$ cat config.mk
export PLATFORM = sky130hd
export DESIGN_NAME = fact_mmio_accel
export DESIGN_NICKNAME = d
export VERILOG_FILES = /design/src/rtl/fact_mmio_accel.sv
export SDC_FILE = /design/constraint.sdc
export NUM_CORES = 1
export LEC_CHECK = 0
export BUFFER_PORTS_ARGS = -buffer_cell sky130_fd_sc_hd__buf_2
export CAP_MARGIN = 20
export CORE_MARGIN = 1
export CORE_UTILIZATION = 39
export CTS_CLUSTER_SIZE = 16
export DETAILED_ROUTE_END_ITERATION = 7
export PLACE_DENSITY = 0.63
export SYNTH_ARGS = -nofsm -noshare
export SYNTH_HDL_FRONTEND = slang
export SYNTH_SLANG_ARGS = --single-unit
$ cat constraint.sdc
create_clock -name clk -period 4.2 [get_ports clk]
set_input_delay 0.63 -clock clk [delete_from_list [all_inputs] [get_ports clk]]
set_output_delay 0.63 -clock clk [all_outputs]
set_load 0.02 [all_outputs]
$ cat src/rtl/fact_mmio_accel.sv
// Memory-mapped iterative factorial accelerator on the data-memory bus.
// Ports: clk, rst (async active-low); we/a/wd bus write side;
// rd combinational read data; done_o mirrors the STATUS done bit.
// Register map by a: 0 = N (RW), 1 = GO (W) / busy (R),
// 2 = STATUS {err, done} (RO), 3 = RESULT (RO).
module fact_mmio_accel #(
    parameter int DW    = 32,
    parameter int NW    = 4,
    parameter int MAX_N = 12
) (
    input  logic          clk,
    input  logic          rst,
    input  logic          we,
    input  logic [1:0]    a,
    input  logic [DW-1:0] wd,
    output logic [DW-1:0] rd,
    output logic          done_o
);

    typedef enum logic {
        IDLE = 1'b0,
        CALC = 1'b1
    } state_t;

    localparam logic [NW-1:0] MAX_NW = NW'(MAX_N);
    localparam logic [NW-1:0] ONE_NW = NW'(1);

    state_t        state, state_nx;
    logic [NW-1:0] n_reg, n_nx;
    logic [NW-1:0] cnt, cnt_nx;
    logic [DW-1:0] result, res_nx;
    logic          done, done_nx;
    logic          err, err_nx;
    logic          busy, busy_nx;

    logic             go;
    logic [DW+NW-1:0] prod;

    // Upper write-data bits have no destination in this block.
    logic unused_wd;
    assign unused_wd = &{1'b0, wd[DW-1:NW]};

    assign go   = we && (a == 2'd1) && wd[0];
    assign prod = {{NW{1'b0}}, result} * {{DW{1'b0}}, cnt};

    always_ff @(posedge clk or negedge rst) begin
        if (!rst) begin
            state  <= IDLE;
            n_reg  <= '0;
            cnt    <= '0;
            result <= '0;
            done   <= 1'b0;
            err    <= 1'b0;
            busy   <= 1'b0;
        end else begin
            state  <= state_nx;
            n_reg  <= n_nx;
            cnt    <= cnt_nx;
            result <= res_nx;
            done   <= done_nx;
            err    <= err_nx;
            busy   <= busy_nx;
        end
    end

    always_comb begin
        state_nx = state;
        n_nx     = n_reg;
        cnt_nx   = cnt;
        res_nx   = result;
        done_nx  = done;
        err_nx   = err;
        busy_nx  = busy;

        // Gated by the registered busy, so a write landing on the
        // completion edge is still dropped.
        if (we && (a == 2'd0) && !busy) begin
            n_nx = wd[NW-1:0];
        end

        unique case (state)
            IDLE: begin
                if (go) begin
                    if (n_reg <= MAX_NW) begin
                        state_nx = CALC;
                        res_nx   = DW'(1);
                        cnt_nx   = n_reg;
                        busy_nx  = 1'b1;
                        done_nx  = 1'b0;
                        err_nx   = 1'b0;
                    end else begin
                        res_nx  = '0;
                        busy_nx = 1'b0;
                        done_nx = 1'b1;
                        err_nx  = 1'b1;
                    end
                end
            end
            CALC: begin
                if (cnt > ONE_NW) begin
                    res_nx = prod[DW-1:0];
                    cnt_nx = cnt - ONE_NW;
                end else begin
                    busy_nx  = 1'b0;
                    done_nx  = 1'b1;
                    state_nx = IDLE;
                end
            end
            default: state_nx = IDLE;
        endcase
    end

    always_comb begin
        rd = '0;
        unique case (a)
            2'd0: rd = {{(DW-NW){1'b0}}, n_reg};
            2'd1: rd = {{(DW-1){1'b0}}, busy};
            2'd2: rd = {{(DW-2){1'b0}}, err, done};
            2'd3: rd = result;
            default: rd = '0;
        endcase
    end

    assign done_o = done;

endmodule

==> qor.yml <==
internal_power_mw: 2.57
cts_buffers: 5
syn_area_um2: 5840
clock_path_buffers: 2
clkPwrFrac: 0.086
async_reset_ff_frac: 1.00
swShare: 0.535
grt_usage: 0.193
power.leakage_nw: 3.36
ys_ff_latch: 44
utilization: 0.441
syn-num-nets: 846
reg2reg_from: "cnt[3]$_DFFE_PN0P_"
pwr-share-comb: 0.754
min_period_ps: 3910
die-area_um2: 15500
syn_inst: 718
path_buf_inv: 3
synth_flop_cell: "dfrtp_1"
drc: 0
slew_headroom: 0.308
yosys.cell_types.count: 50
multi_input_area_um2: 4180
antenna_cells: 0
fp.dieW_um: 124
setup_viol: 0
area_growth_pct: 10.1
hpwl_um: 10300
seq_area_frac_synth: 0.189
grt_pass1_vias: 4846
final_nets: 874
grt_max_degree: 45
die_h_um: 124
ant_nets: 0
vias: 4799
portBuffers: 41
worstPathArrival_ps: 4140
r2r_end: "result[31]$_DFFE_PN0P_"
insertion_delay_ps: 290
antenna_found_initial: 0
drive_above_1_share: 0.106
cts_root_buffer: "clkbuf_16"
grt_overflow: 0
seq_power_share: 0.161
timing.fmax_ghz: 0.256
p_per_area_nw_per_um2: 859
p_sw_mw: 2.95
rrSetupSlack_ps: 290
drv_slew: 0
worstPathCellList: "buf_4 -> and2_1 -> fa_1 -> inv_1 -> fa_1 -> inv_1 -> ha_1 -> a21o_1 -> a21oi_1 -> a21oi_1 -> a21o_1 -> a21oi_2 -> o211ai_2 -> o31ai_1 -> a31o_2"
skew_ps: 3.58
hold_violations: 0
fin_crit_sh: 0.931
maxCapViolCount: 0
cp.required_ps: 4440
cts_tree: "yes"
path_class: "reg -> reg"
cp_max_fo: 17
cp-end-kind: "register"
first_iter_violations: 207
hp-class: "in -> async"
htreeDepth: 2
synth_edf_count: 0
clk_pin_slew_ps: 70
fp-row-count: 44
ys_warn_count: 0
postCtsSetupBuffers: 0
ir_drop_mv: 0.328
num_io_pins: 70
cp.depth: 15
cpMaxStageDelayCell: "fa_1"
gp_congestion: 0.856
fill_cells: 1469
crit_family: "compound AO/OA/AOI/OAI gates"
seq_area_um2: 1100
largest_reg_flops: 32
setup_tns_ps: 0
worst_setup_path_start_kind: "register"
holdBufCountCts: 0
critPathMaxStageDelay_ps: 530
wl_per_cell_um: 15.0
status: "completed"
postSynthAreaPerCell_um2: 8.13
cts_num_sinks: 44
ff2ff_path_depth: 15
place_area_um2: 6240
worst_slew_pin_slew_ps: 1040
drt_pass1_iterations: 4
core_um2: 14600
wl_um: 14000
rsz0062_at_grt: "false"
viasPerCell: 5.15
final_design_area_no_fill_um2: 6430
initial_core_util: 0.400
grt_first_pass_wirelength_um: 24800
[cell usage in the layout, fill, tap and decap left out, types with 5 or more instances in the layout]
| cell type | netlist | layout |
|---|---|---|
| inv_1 | 116 | 116 |
| and2_1 | 91 | 91 |
| nand2_1 | 83 | 83 |
| fa_1 | 57 | 57 |
| dfrtp_1 | 44 | 44 |
| o21ai_0 | 44 | 43 |
| buf_2 | 1 | 41 |
| a21oi_1 | 35 | 35 |
| ha_1 | 34 | 34 |
| and3_1 | 31 | 31 |
| nor2_1 | 22 | 21 |
| xnor2_1 | 18 | 18 |
| xor2_1 | 13 | 13 |
| a21o_1 | 12 | 12 |
| buf_4 | 0 | 12 |
| a22o_1 | 8 | 8 |
| a211oi_1 | 7 | 7 |
| mux2_2 | 5 | 5 |
| nand4_1 | 5 | 5 |
| nand3_1 | 5 | 5 |
| clkbuf_16 | 0 | 5 |
[area by class of cell]
| class | instances | area share |
|---|---|---|
| well taps | 184 | 0.0358 |
| multi-input cells | 525 | 0.650 |
| clock buffers | 5 | 0.0195 |
| repair buffers | 54 | 0.0490 |
| flip-flops and latches | 44 | 0.171 |
| clock inverters | 3 | 0.00661 |
| inverters | 116 | 0.0677 |
[metrics by stage]
stage	hold WS (ps)	power, mW	setup slack, ps	std cells
after floorplan	334	4.05	476	718
after CTS	506	5.56	254	930
after global routing	334	6.22	40.1	931
after global placement	483	4.99	272	922
after detailed placement	491	5.06	282	922
final	300	5.52	292	931
[worst register-to-register path, cell delays in order, from the launching register on]
cell,delay (ps)
dfrtp_1,370
buf_4,200
and2_1,180
fa_1,530
inv_1,50
fa_1,520
inv_1,40
ha_1,350
a21o_1,200
a21oi_1,170
a21oi_1,140
a21o_1,250
a21oi_2,260
o211ai_2,190
o31ai_1,270
a31o_2,140
[cells in the mapped netlist, types with 2 or more instances]
| cell type | number | area (um^2) |
|---|---|---|
| a21oi_2 | 2 | 17.5 |
| mux2_2 | 5 | 56.3 |
| o31ai_1 | 2 | 15.0 |
| fa_1 | 57 | 1140 |
| nand4b_1 | 2 | 17.5 |
| a22o_1 | 8 | 70.1 |
| nand4_1 | 5 | 31.3 |
| nand2_1 | 83 | 312 |
| nor2_1 | 22 | 82.6 |
| o21ai_0 | 44 | 220 |
| a21o_1 | 12 | 90.1 |
| o21bai_1 | 4 | 30.0 |
| nor3_1 | 3 | 15.0 |
| a22oi_1 | 3 | 22.5 |
| and3_1 | 31 | 194 |
| a31o_2 | 2 | 17.5 |
| and2_1 | 91 | 569 |
| o22a_1 | 4 | 35.0 |
| dfrtp_1 | 44 | 1100 |
| xnor2_1 | 18 | 158 |
| or3_1 | 2 | 12.5 |
| nand2b_1 | 4 | 25.0 |
| a211oi_1 | 7 | 52.6 |
| nor2b_1 | 4 | 25.0 |
| inv_1 | 116 | 435 |
| ha_1 | 34 | 425 |
| clkbuf_1 | 32 | 120 |
| o21a_1 | 4 | 30.0 |
| a21oi_1 | 35 | 175 |
| nand3_1 | 5 | 25.0 |
| xor2_1 | 13 | 114 |
| o211ai_1 | 2 | 15.0 |
[power groups by stage]
stage | registers (mW) | clock network [mW] | logic [mW]
after floorplan | 0.774 | 0 | 3.28
after global placement | 0.896 | 0 | 4.10
after detailed placement | 0.899 | 0 | 4.16
after CTS | 0.892 | 0.480 | 4.19
after global routing | 0.932 | 0.493 | 4.79
final | 0.889 | 0.472 | 4.16
[kinds of logic after synthesis]
family / share of synthesized area
xor+xnor: 0.0493
flops: 0.189
fa+ha+maj: 0.268
simple gates: 0.227
mux: 0.0152
compound gates: 0.156
buf+inv: 0.0960
[worst max-delay path by stage]
stage / start / endpoint
global route: cnt[3]$_DFFE_PN0P_ / result[29]$_DFFE_PN0P_
global placement: cnt[3]$_DFFE_PN0P_ / result[22]$_DFFE_PN0P_
finish: cnt[3]$_DFFE_PN0P_ / result[31]$_DFFE_PN0P_
detailed placement: cnt[3]$_DFFE_PN0P_ / result[22]$_DFFE_PN0P_
floorplan: cnt[3]$_DFFE_PN0P_ / result[24]$_DFFE_PN0P_
CTS: cnt[3]$_DFFE_PN0P_ / result[22]$_DFFE_PN0P_
[what timing repair did]
item,in CTS,in global routing
endpoints found under the hold margin,0,0
setup endpoints to repair,0,1
gates resized for setup,0,1
[per-layer routing]
metal	GRT usage	up-vias	wire length (um)
met3	0.0219	11	658
li1	-	2368	-
met1	0.279	2320	6830
met4	0.0340	0	138
met2	0.313	100	6380
met5	0	-	0
No activity file was read; power rests on OpenSTA's default activity.
